===== src/rtl/matrix_pkg.sv =====
// Shared constants, read-sequencer state type and id check for the 3-matrix 8-bit store blocks.
package matrix_pkg;

  localparam int DATA_W  = 8;
  localparam int DIM     = 3;
  localparam int NUM_MAT = 3;
  localparam int IDX_W   = 2;

  localparam logic [IDX_W-1:0] IDX_ZERO    = IDX_W'(0);
  localparam logic [IDX_W-1:0] IDX_ONE     = IDX_W'(1);
  localparam logic [IDX_W-1:0] IDX_LAST    = IDX_W'(DIM - 1);
  localparam logic [IDX_W:0]   NUM_MAT_LIM = (IDX_W+1)'(NUM_MAT);

  typedef enum logic [1:0] {
    IDLE  = 2'd0,
    READ  = 2'd1,
    DRAIN = 2'd2,
    ERR   = 2'd3
  } rd_state_t;

  function automatic logic id_legal(input logic [IDX_W-1:0] id);
    return ({1'b0, id} < NUM_MAT_LIM);
  endfunction

endpackage


===== src/rtl/matrix_reader_if.sv =====
// Store read-address bus plus element stream handshake between matrix_reader and its neighbours.
interface matrix_reader_if import matrix_pkg::*; ();

  logic [IDX_W-1:0]  mem_sel;
  logic [IDX_W-1:0]  mem_row;
  logic [IDX_W-1:0]  mem_col;
  logic [DATA_W-1:0] mem_rdata;
  logic              out_valid;
  logic              out_ready;
  logic [DATA_W-1:0] out_data;
  logic [IDX_W-1:0]  out_row;
  logic [IDX_W-1:0]  out_col;
  logic              out_last;

  modport master (
    output mem_sel, mem_row, mem_col, out_valid, out_data, out_row, out_col, out_last,
    input  mem_rdata, out_ready
  );

  modport slave (
    input  mem_sel, mem_row, mem_col, out_valid, out_data, out_row, out_col, out_last,
    output mem_rdata, out_ready
  );

endinterface


===== src/rtl/matrix_addr_counter.sv =====
// Row/col scan counter: synchronous clear, advance in row- or column-major order, last-position flag.
module matrix_addr_counter import matrix_pkg::*; (
  input  logic             clk,
  input  logic             reset_n,
  input  logic             clear,
  input  logic             advance,
  input  logic             col_major,
  output logic [IDX_W-1:0] row,
  output logic [IDX_W-1:0] col,
  output logic             last
);

  logic [IDX_W-1:0] row_r;
  logic [IDX_W-1:0] col_r;
  logic [IDX_W-1:0] row_nxt_s;
  logic [IDX_W-1:0] col_nxt_s;

  // Minor index steps first and wraps into the major index; callers never advance past the last slot.
  always_comb begin
    row_nxt_s = row_r;
    col_nxt_s = col_r;
    if (clear) begin
      row_nxt_s = IDX_ZERO;
      col_nxt_s = IDX_ZERO;
    end else if (advance) begin
      if (col_major) begin
        if (row_r == IDX_LAST) begin
          row_nxt_s = IDX_ZERO;
          col_nxt_s = col_r + IDX_ONE;
        end else begin
          row_nxt_s = row_r + IDX_ONE;
          col_nxt_s = col_r;
        end
      end else begin
        if (col_r == IDX_LAST) begin
          col_nxt_s = IDX_ZERO;
          row_nxt_s = row_r + IDX_ONE;
        end else begin
          col_nxt_s = col_r + IDX_ONE;
          row_nxt_s = row_r;
        end
      end
    end else begin
      row_nxt_s = row_r;
      col_nxt_s = col_r;
    end
  end

  // Position register.
  always_ff @(posedge clk or negedge reset_n) begin
    if (!reset_n) begin
      row_r <= IDX_ZERO;
      col_r <= IDX_ZERO;
    end else begin
      row_r <= row_nxt_s;
      col_r <= col_nxt_s;
    end
  end

  assign row  = row_r;
  assign col  = col_r;
  assign last = (row_r == IDX_LAST) && (col_r == IDX_LAST);

endmodule


===== src/rtl/matrix_reader.sv =====
// Read-side sequencer: scans one stored matrix and streams its elements with row/col/last tags.
// Optional build macro MATRIX_READER_TRANSPOSE_EN adds a `transpose` input for column-major scans.
module matrix_reader import matrix_pkg::*; (
  input  logic             clk,
  input  logic             reset_n,
`ifdef MATRIX_READER_TRANSPOSE_EN
  input  logic             transpose,
`endif
  input  logic             start,
  input  logic [IDX_W-1:0] matrix_id,
  output logic             busy,
  output logic             done,
  output logic             err,
  matrix_reader_if.master  bus
);

  rd_state_t         st_r;
  rd_state_t         st_nxt_s;
  logic              accept_s;
  logic              err_go_s;
  logic              cap_s;
  logic              fin_s;
  logic              err_fin_s;
  logic              adv_s;
  logic              clr_s;
  logic              col_major_s;
  logic [IDX_W-1:0]  cnt_row_s;
  logic [IDX_W-1:0]  cnt_col_s;
  logic              cnt_last_s;

  logic              busy_r;
  logic              done_r;
  logic              err_r;
  logic [IDX_W-1:0]  sel_r;
  logic              valid_r;
  logic              last_r;
  logic [DATA_W-1:0] data_r;
  logic [IDX_W-1:0]  row_r;
  logic [IDX_W-1:0]  col_r;

  // State register.
  always_ff @(posedge clk or negedge reset_n) begin
    if (!reset_n) begin
      st_r <= IDLE;
    end else begin
      st_r <= st_nxt_s;
    end
  end

  // Next state and one-cycle control strobes; the output register refills whenever it is empty or draining.
  always_comb begin
    st_nxt_s  = st_r;
    accept_s  = 1'b0;
    err_go_s  = 1'b0;
    cap_s     = 1'b0;
    fin_s     = 1'b0;
    err_fin_s = 1'b0;
    case (st_r)
      IDLE: begin
        if (start) begin
          if (id_legal(matrix_id)) begin
            accept_s = 1'b1;
            st_nxt_s = READ;
          end else begin
            err_go_s = 1'b1;
            st_nxt_s = ERR;
          end
        end else begin
          st_nxt_s = IDLE;
        end
      end
      READ: begin
        if (!valid_r || bus.out_ready) begin
          cap_s    = 1'b1;
          st_nxt_s = cnt_last_s ? DRAIN : READ;
        end else begin
          st_nxt_s = READ;
        end
      end
      DRAIN: begin
        if (bus.out_ready) begin
          fin_s    = 1'b1;
          st_nxt_s = IDLE;
        end else begin
          st_nxt_s = DRAIN;
        end
      end
      ERR: begin
        err_fin_s = 1'b1;
        st_nxt_s  = IDLE;
      end
      default: begin
        st_nxt_s = IDLE;
      end
    endcase
  end

  assign adv_s = cap_s && !cnt_last_s;
  assign clr_s = accept_s || fin_s;

`ifdef MATRIX_READER_TRANSPOSE_EN
  logic tr_r;

  // Scan order is fixed for the whole scan once start is accepted.
  always_ff @(posedge clk or negedge reset_n) begin
    if (!reset_n) begin
      tr_r <= 1'b0;
    end else if (accept_s) begin
      tr_r <= transpose;
    end else begin
      tr_r <= tr_r;
    end
  end

  assign col_major_s = tr_r;
`else
  assign col_major_s = 1'b0;
`endif

  matrix_addr_counter u_cnt (
    .clk       (clk),
    .reset_n   (reset_n),
    .clear     (clr_s),
    .advance   (adv_s),
    .col_major (col_major_s),
    .row       (cnt_row_s),
    .col       (cnt_col_s),
    .last      (cnt_last_s)
  );

  // Status, select and output beat registers.
  always_ff @(posedge clk or negedge reset_n) begin
    if (!reset_n) begin
      busy_r  <= 1'b0;
      done_r  <= 1'b0;
      err_r   <= 1'b0;
      sel_r   <= IDX_ZERO;
      valid_r <= 1'b0;
      last_r  <= 1'b0;
      data_r  <= {DATA_W{1'b0}};
      row_r   <= IDX_ZERO;
      col_r   <= IDX_ZERO;
    end else begin
      done_r <= fin_s || err_fin_s;
      err_r  <= err_fin_s;

      if (accept_s || err_go_s) begin
        busy_r <= 1'b1;
      end else if (fin_s || err_fin_s) begin
        busy_r <= 1'b0;
      end else begin
        busy_r <= busy_r;
      end

      // An illegal id is never put on the store select lines.
      if (accept_s) begin
        sel_r <= matrix_id;
      end else if (fin_s) begin
        sel_r <= IDX_ZERO;
      end else begin
        sel_r <= sel_r;
      end

      if (cap_s) begin
        valid_r <= 1'b1;
        last_r  <= cnt_last_s;
        data_r  <= bus.mem_rdata;
        row_r   <= cnt_row_s;
        col_r   <= cnt_col_s;
      end else if (fin_s) begin
        valid_r <= 1'b0;
        last_r  <= 1'b0;
      end else begin
        valid_r <= valid_r;
        last_r  <= last_r;
      end
    end
  end

  assign busy          = busy_r;
  assign done          = done_r;
  assign err           = err_r;
  assign bus.mem_sel   = sel_r;
  assign bus.mem_row   = cnt_row_s;
  assign bus.mem_col   = cnt_col_s;
  assign bus.out_valid = valid_r;
  assign bus.out_last  = last_r;
  assign bus.out_data  = data_r;
  assign bus.out_row   = row_r;
  assign bus.out_col   = col_r;

endmodule


===== src/flat_wrapper.sv =====
// flat-port wrapper written by rule: the top's interface ports become plain ports
module matrix_reader_flat import matrix_pkg::*;
  (clk, reset_n, start, matrix_id, busy, done, err, bus_mem_sel, bus_mem_row, bus_mem_col, bus_out_valid, bus_out_data, bus_out_row, bus_out_col, bus_out_last, bus_mem_rdata, bus_out_ready);
  matrix_reader_if bus_i ();
  input  logic clk;
  input  logic reset_n;
  input  logic start;
  input  logic [IDX_W-1:0] matrix_id;
  output logic busy;
  output logic done;
  output logic err;
  output wire logic [$bits(bus_i.mem_sel)-1:0] bus_mem_sel;
  output wire logic [$bits(bus_i.mem_row)-1:0] bus_mem_row;
  output wire logic [$bits(bus_i.mem_col)-1:0] bus_mem_col;
  output wire logic [$bits(bus_i.out_valid)-1:0] bus_out_valid;
  output wire logic [$bits(bus_i.out_data)-1:0] bus_out_data;
  output wire logic [$bits(bus_i.out_row)-1:0] bus_out_row;
  output wire logic [$bits(bus_i.out_col)-1:0] bus_out_col;
  output wire logic [$bits(bus_i.out_last)-1:0] bus_out_last;
  input wire logic [$bits(bus_i.mem_rdata)-1:0] bus_mem_rdata;
  input wire logic [$bits(bus_i.out_ready)-1:0] bus_out_ready;
  assign bus_mem_sel = bus_i.mem_sel;
  assign bus_mem_row = bus_i.mem_row;
  assign bus_mem_col = bus_i.mem_col;
  assign bus_out_valid = bus_i.out_valid;
  assign bus_out_data = bus_i.out_data;
  assign bus_out_row = bus_i.out_row;
  assign bus_out_col = bus_i.out_col;
  assign bus_out_last = bus_i.out_last;
  assign bus_i.mem_rdata = bus_mem_rdata;
  assign bus_i.out_ready = bus_out_ready;
  matrix_reader u_core (.clk(clk), .reset_n(reset_n), .start(start), .matrix_id(matrix_id), .busy(busy), .done(done), .err(err), .bus(bus_i));
endmodule

===== config.mk =====
export PLATFORM = sky130hd
export DESIGN_NAME = matrix_reader_flat
export DESIGN_NICKNAME = d
export VERILOG_FILES = /design/src/rtl/matrix_pkg.sv /design/src/rtl/matrix_reader_if.sv /design/src/rtl/matrix_addr_counter.sv /design/src/rtl/matrix_reader.sv /design/src/flat_wrapper.sv
export SDC_FILE = /design/constraint.sdc
export NUM_CORES = 1
export LEC_CHECK = 0
export CAP_MARGIN = 25
export CORE_MARGIN = 1.5
export CORE_UTILIZATION = 48
export DETAILED_ROUTE_END_ITERATION = 7
export PLACE_DENSITY = 0.85
export SKIP_LAST_GASP = 1
export SLEW_MARGIN = 5
export SYNTH_ARGS = -nofsm -noshare
export SYNTH_HDL_FRONTEND = slang
export SYNTH_SLANG_ARGS = --single-unit

===== constraint.sdc =====
create_clock -name clk -period 3 [get_ports clk]
set_input_delay 0.3 -clock clk [delete_from_list [all_inputs] [get_ports clk]]
set_output_delay 0.3 -clock clk [all_outputs]
set_load 0.05 [all_outputs]

# --- After elaboration in Yosys (flattened, before gate mapping) ---
# Cells that the tools add are included.
word_totals:
  out_inout_bits: 23
  n_memories: 0
  ff_bits: 25
  word_cells: 65
  mem_bits_ro: 0
  latch_bits: 0
  mem_bits_rw: 0
  inputBits: 14
op_classes:
  shifts: 0
  n_bitwise: 0
  magnitude_cmp: 1
  n_reduce_logical: 15
  add_sub_neg: 2
  muxes: 30
  div: 0
  eq_ne: 5
  multipliers: 0
op_table:
  columns: ["operator", "count"]
  rows:
  - ["two-way mux 2 bit", 13]
  - ["two-way mux 1 bit", 16]
  - ["nonzero test 2 bit", 5]
  - ["== test 2 bit, second input constant", 4]
  - ["case mux 2 bit (4 select lines)", 1]
  - ["adder 2 x 1 -> 2 bit, second input constant", 2]
  - ["logical OR 1 bit", 4]
  - ["== test 2 x 1 -> 1 bit, second input constant", 1]
  - ["logical AND 1 bit", 2]
  - ["zero test 1 bit", 2]
  - ["zero test 2 bit", 1]
  - ["less-than comparator 2 bit, second input constant", 1]
  - ["AND reduction 2 bit", 1]

# --- Depth between registers and ports, before layout ---
depth:
  ltp_word: 7
  mapped_depth: 6
  depth_no_buf: 5

# --- By module ---
# Synthesis repeated with hierarchy kept, for this count alone.
unflattened:
  cells_unflattened: 101
  hier_area_um2: 1213.7
by_module_without_submodules:
  columns: ["mod", "area_each_um2", "instances", "seq_area_each_um2", "cells_per_inst"]
  rows:
  - ["matrix_reader", 940.9, 1, 525.5, 70]
  - ["matrix_addr_counter", 272.8, 1, 100.1, 31]

# --- Least setup slack after synthesis ---
# Ideal clock, no wire load.
synth_timing:
  path_kind: "register -> register"
  startpoint: "reg u_core.u_cnt.row_r[0] (netlist: u_core.u_cnt.row[0])"
  endpoint: "reg u_core.u_cnt.row_r[0] (netlist: u_core.u_cnt.row[0])"
  n_path_buf: 0
  synth_period_minus_slack_ns: 1.979
  arrival_time_ns: 1.892
  setup_ns: 0.087
  stages_incl_launch_ff: 6
  slack_ns: 1.021
  required_ns: 2.913
  path_cell_list: "dfrtp_1 > inv_1 > ha_1 > or3b_1 > or4_1 > a22oi_1"
synth_between:
  elab_chain_len: 6
  word_cells_on_any_way: 10
  classes_between: "add/sub: 1; eq/ne: 1; mux: 3; reduce/logical: 5"
synth_lines:
  columns: ["item", "line_no", "rtl"]
  rows:
  - ["from (decl)", "matrix_addr_counter.sv:13", "logic [IDX_W-1:0] row_r;"]
  - ["from (signal assigned)", "matrix_addr_counter.sv:55", "row_r <= row_nxt_s;"]
  - ["parallel branches: the longest is 6 deep, another holds adder 2 x 1 -> 2 bit", null, null]
# Several ways; the timed one is not identified. The select of a mux whose other input is x is not followed.
# A chain may end at the register's enable or synchronous reset.

# --- Final worst setup path ---
layout_timing:
  startpoint: "reg u_core.u_cnt.col_r[0] (netlist: u_core.u_cnt.col[0])"
  endpoint: "out bus_mem_col[0]"
layout_rtl:
  columns: ["item", "line_no", "rtl"]
  rows:
  - ["from (decl)", "matrix_addr_counter.sv:14", "logic [IDX_W-1:0] col_r;"]
  - ["from (signal assigned)", "matrix_addr_counter.sv:56", "col_r <= col_nxt_s;"]
  - ["to (decl)", "flat_wrapper.sv:14", "output wire logic [$bits(bus_i.mem_col)-1:0] bus_mem_col;"]
# No word-level cell between the ends.

==> impl_metrics.ini <==
[placement]
place_inst = 153
gp_congestion = 0.7530
io_buffers = 36
place_hpwl_um = 1681

[floorplan]
coreArea_um2 = 2212
initial_core_util_pct = 50.79
core.rowCount = 17
die_h_um = 51.38
die_area_um2 = 2640
pin_count = 37
die_w_um = 51.38

[setup_path]
path_class = flip-flop to output port
crit_buf_inv = 1
rr_startpoint = u_core.st_r[1]
worstPathArrival_ps = 1660
path_cells = clkdlybuf4s50_1
cp_slowest_cell = clkdlybuf4s50_1
cp_max_fo = 8
cp_data_required_time_ps = 2700
start_kind = flip-flop
worstSetupEndpointType = output port
critical_path.top_delay_family = buffers and inverters
critPathLaunch = u_core.u_cnt.col[0]
cp_slowest_stage_delay_ps = 850

[global_routing]
grt_usage_pct = 19.86
first_global_vias = 855
grt_pass1_wl_um = 3884
grt_overflow = 0
grt_max_degree = 26
grt_antenna_before_repair = 0

[clock_network]
cts-root-buf = clkbuf_4
cts_setup_buffers = 0
htree_levels = 1
cts-buffers-inserted = 3
cts_tree = built
holdBufCountCts = 0
clkSlewWorstSetupHoldPaths_ps = 130
cts_resized = 0
clock_sinks = 25
clk_path_buf_depth = 2
clock_latency_ps = 320

[pwr]
max-vdd-ir-drop_uv = 662.9
powerDensity_nw_per_um2 = 1051
total_leakage_power_nw = 0.6531
p_total_mw = 1.608

[routing]
wl_per_cell_um = 14.52
ant_nets = 0
via_count = 883
drt-total-wl_um = 2280
vias_per_cell = 5.624
drc = 0
drt_iter0_drc = 12
firstDrtPassIters = 5

[cells_and_area]
syn2layout_area_growth_pct = 36.08
final_nets = 145
drive_gt1_share_pct = 13.95
n_antenna_cell = 0
finalNonFillerCells = 157

[sta]
setup_viol = 0
tightest_slew_ps = 582.8
slew_violations = 0
finalHoldViolCount = 0
fmax_mhz = 511.1
hold-worst-slack_ps = 313.9
slew_headroom_pct = 61.07
period_share_pct = 65.22
min_period_ps = 1957
grt_setup_unrepaired = false
fin_skew_ps = 6.373
fin_setup_tns_ps = 0

[logic_synthesis]
yosysTopAreaCell = dfrtp_1
ys_types = 31
yosys-top-cells-area = dfrtp_1 (56%), mux2_2 (11%), o21ai_0 (3.1%)
yosysWarnings = 0
synth-seq-cells = 25
yosysTopAreaCellShare_pct = 55.68
syn_inst = 93
avgSynthCellArea_um2 = 12.08
synth_nets = 108
seq_area_frac_synth_pct = 55.68
syn_area_um2 = 1124

[job]
drv_cap = 0

[worst_hold_path]
min_path_type = primary input to async pin

[outcome]
outcome = finished, final reports clean
[report_power, final]
part	total (mW)	leakage, nW	internal, mW	switching, mW
sequential	0.549	0.297	0.453	0.0966
clock	0.149	0.0177	0.0501	0.0986
combinational	0.910	0.339	0.337	0.573
[worst register-to-register path, stage by stage (launching register included)]
cell and delay, ps:
dfrtp_1 550, nand2b_1 330, nand2b_1 480, mux2_2 400
[stage by stage]
step | setup slack (ps) | instance area (um^2) | util, %
after CTS | 1043 | 1529 | 69.12
after global placement | 1105 | 1501 | 67.87
after floorplan | 1021 | 1124 | -
after detailed placement | 1028 | 1501 | 67.87
final | 1043 | 1529 | 69.12
after global routing | 966.5 | 1529 | 69.12
[Yosys cell counts (all sizes together)]
library cell	n
dfrtp	25
clkbuf	2
nand4b	1
a31o	1
o2bb2ai	3
buf	3
ha	1
nor3	1
inv	4
o31a	1
or3b	2
o2bb2a	1
a22oi	3
a22o	2
o21a	1
nand2	1
nor2b	3
a21oi	3
nor4b	1
nor2	1
and4	1
nand2b	4
nand3	1
o31ai	3
mux2	11
o21ai	7
and2	2
or4	3
a21o	1
[routing by layer]
layer | wire (um) | share of wire, % | up-vias | track usage [%]
li1 | - | - | 416 | -
met1 | 995 | 44 | 433 | 26.87
met2 | 1095 | 48 | 27 | 30.34
met3 | 126 | 5.5 | 7 | 3.216
met4 | 62 | 2.7 | 0 | 10.96
met5 | 0 | 0 | - | 0
[registers in the layout, indices dropped and copies added (netlist names), 2 cells and up]
signal	flops
u_core.st_r	2
u_core.u_cnt.col	2
u_core.bus.out_data	8
u_core.u_cnt.row	2
u_core.bus.out_col	2
u_core.bus.out_row	2
u_core.bus.mem_sel	2
[cells by family (layout without fill, tap and decap cells)]
group	Yosys count	count (layout)	synth area share, %
compound gates	26	26	16.15
fa+ha+maj	1	1	1.113
buf+inv	9	45	3.564
flops	25	25	55.68
mux	11	11	11.02
simple gates	21	21	12.47
[final cells by class]
cell class / instances / area, um^2
Sequential cell: 25 / 625.6
Inverter: 4 / 15.01
Fill cell: 170 / 683.2
Clock buffer: 3 / 22.52
Timing Repair Buffer: 37 / 367.9
Clock inverter: 1 / 5.005
Tap cell: 28 / 35.03
Multi-Input combinational cell: 59 / 457.9
[worst paths after layout]
| check | end | slack (ps) | cells past startpoint |
|---|---|---|---|
| max in group asynchronous | u_core.bus.out_data[0] | 2450 | 2 |
| setup reg to reg | u_core.bus.out_col[1] | 1140 | 3 |
| hold reg to reg | u_core.bus.out_data[3] | 520 | 1 |
| hold / removal | u_core.bus.out_last | 310 | 2 |
| min in group clk | u_core.bus.out_data[3] | 520 | 1 |
| setup / recovery | bus_mem_col[0] | 1040 | 1 |
[cell usage in the layout, fill, tap and decap left out, types with 2 or more instances in the layout]
| cell type | instances |
|---|---|
| a21oi_1 | 3 |
| a22oi_1 | 3 |
| dfrtp_1 | 25 |
| o2bb2ai_1 | 3 |
| nand2b_1 | 4 |
| inv_1 | 4 |
| a22o_1 | 2 |
| mux2_2 | 11 |
| or4_1 | 3 |
| clkdlybuf4s50_1 | 36 |
| and2_1 | 2 |
| o31ai_1 | 3 |
| clkbuf_4 | 3 |
| nor2b_1 | 3 |
| o21ai_0 | 7 |
(Power assumes the default switching activity.)
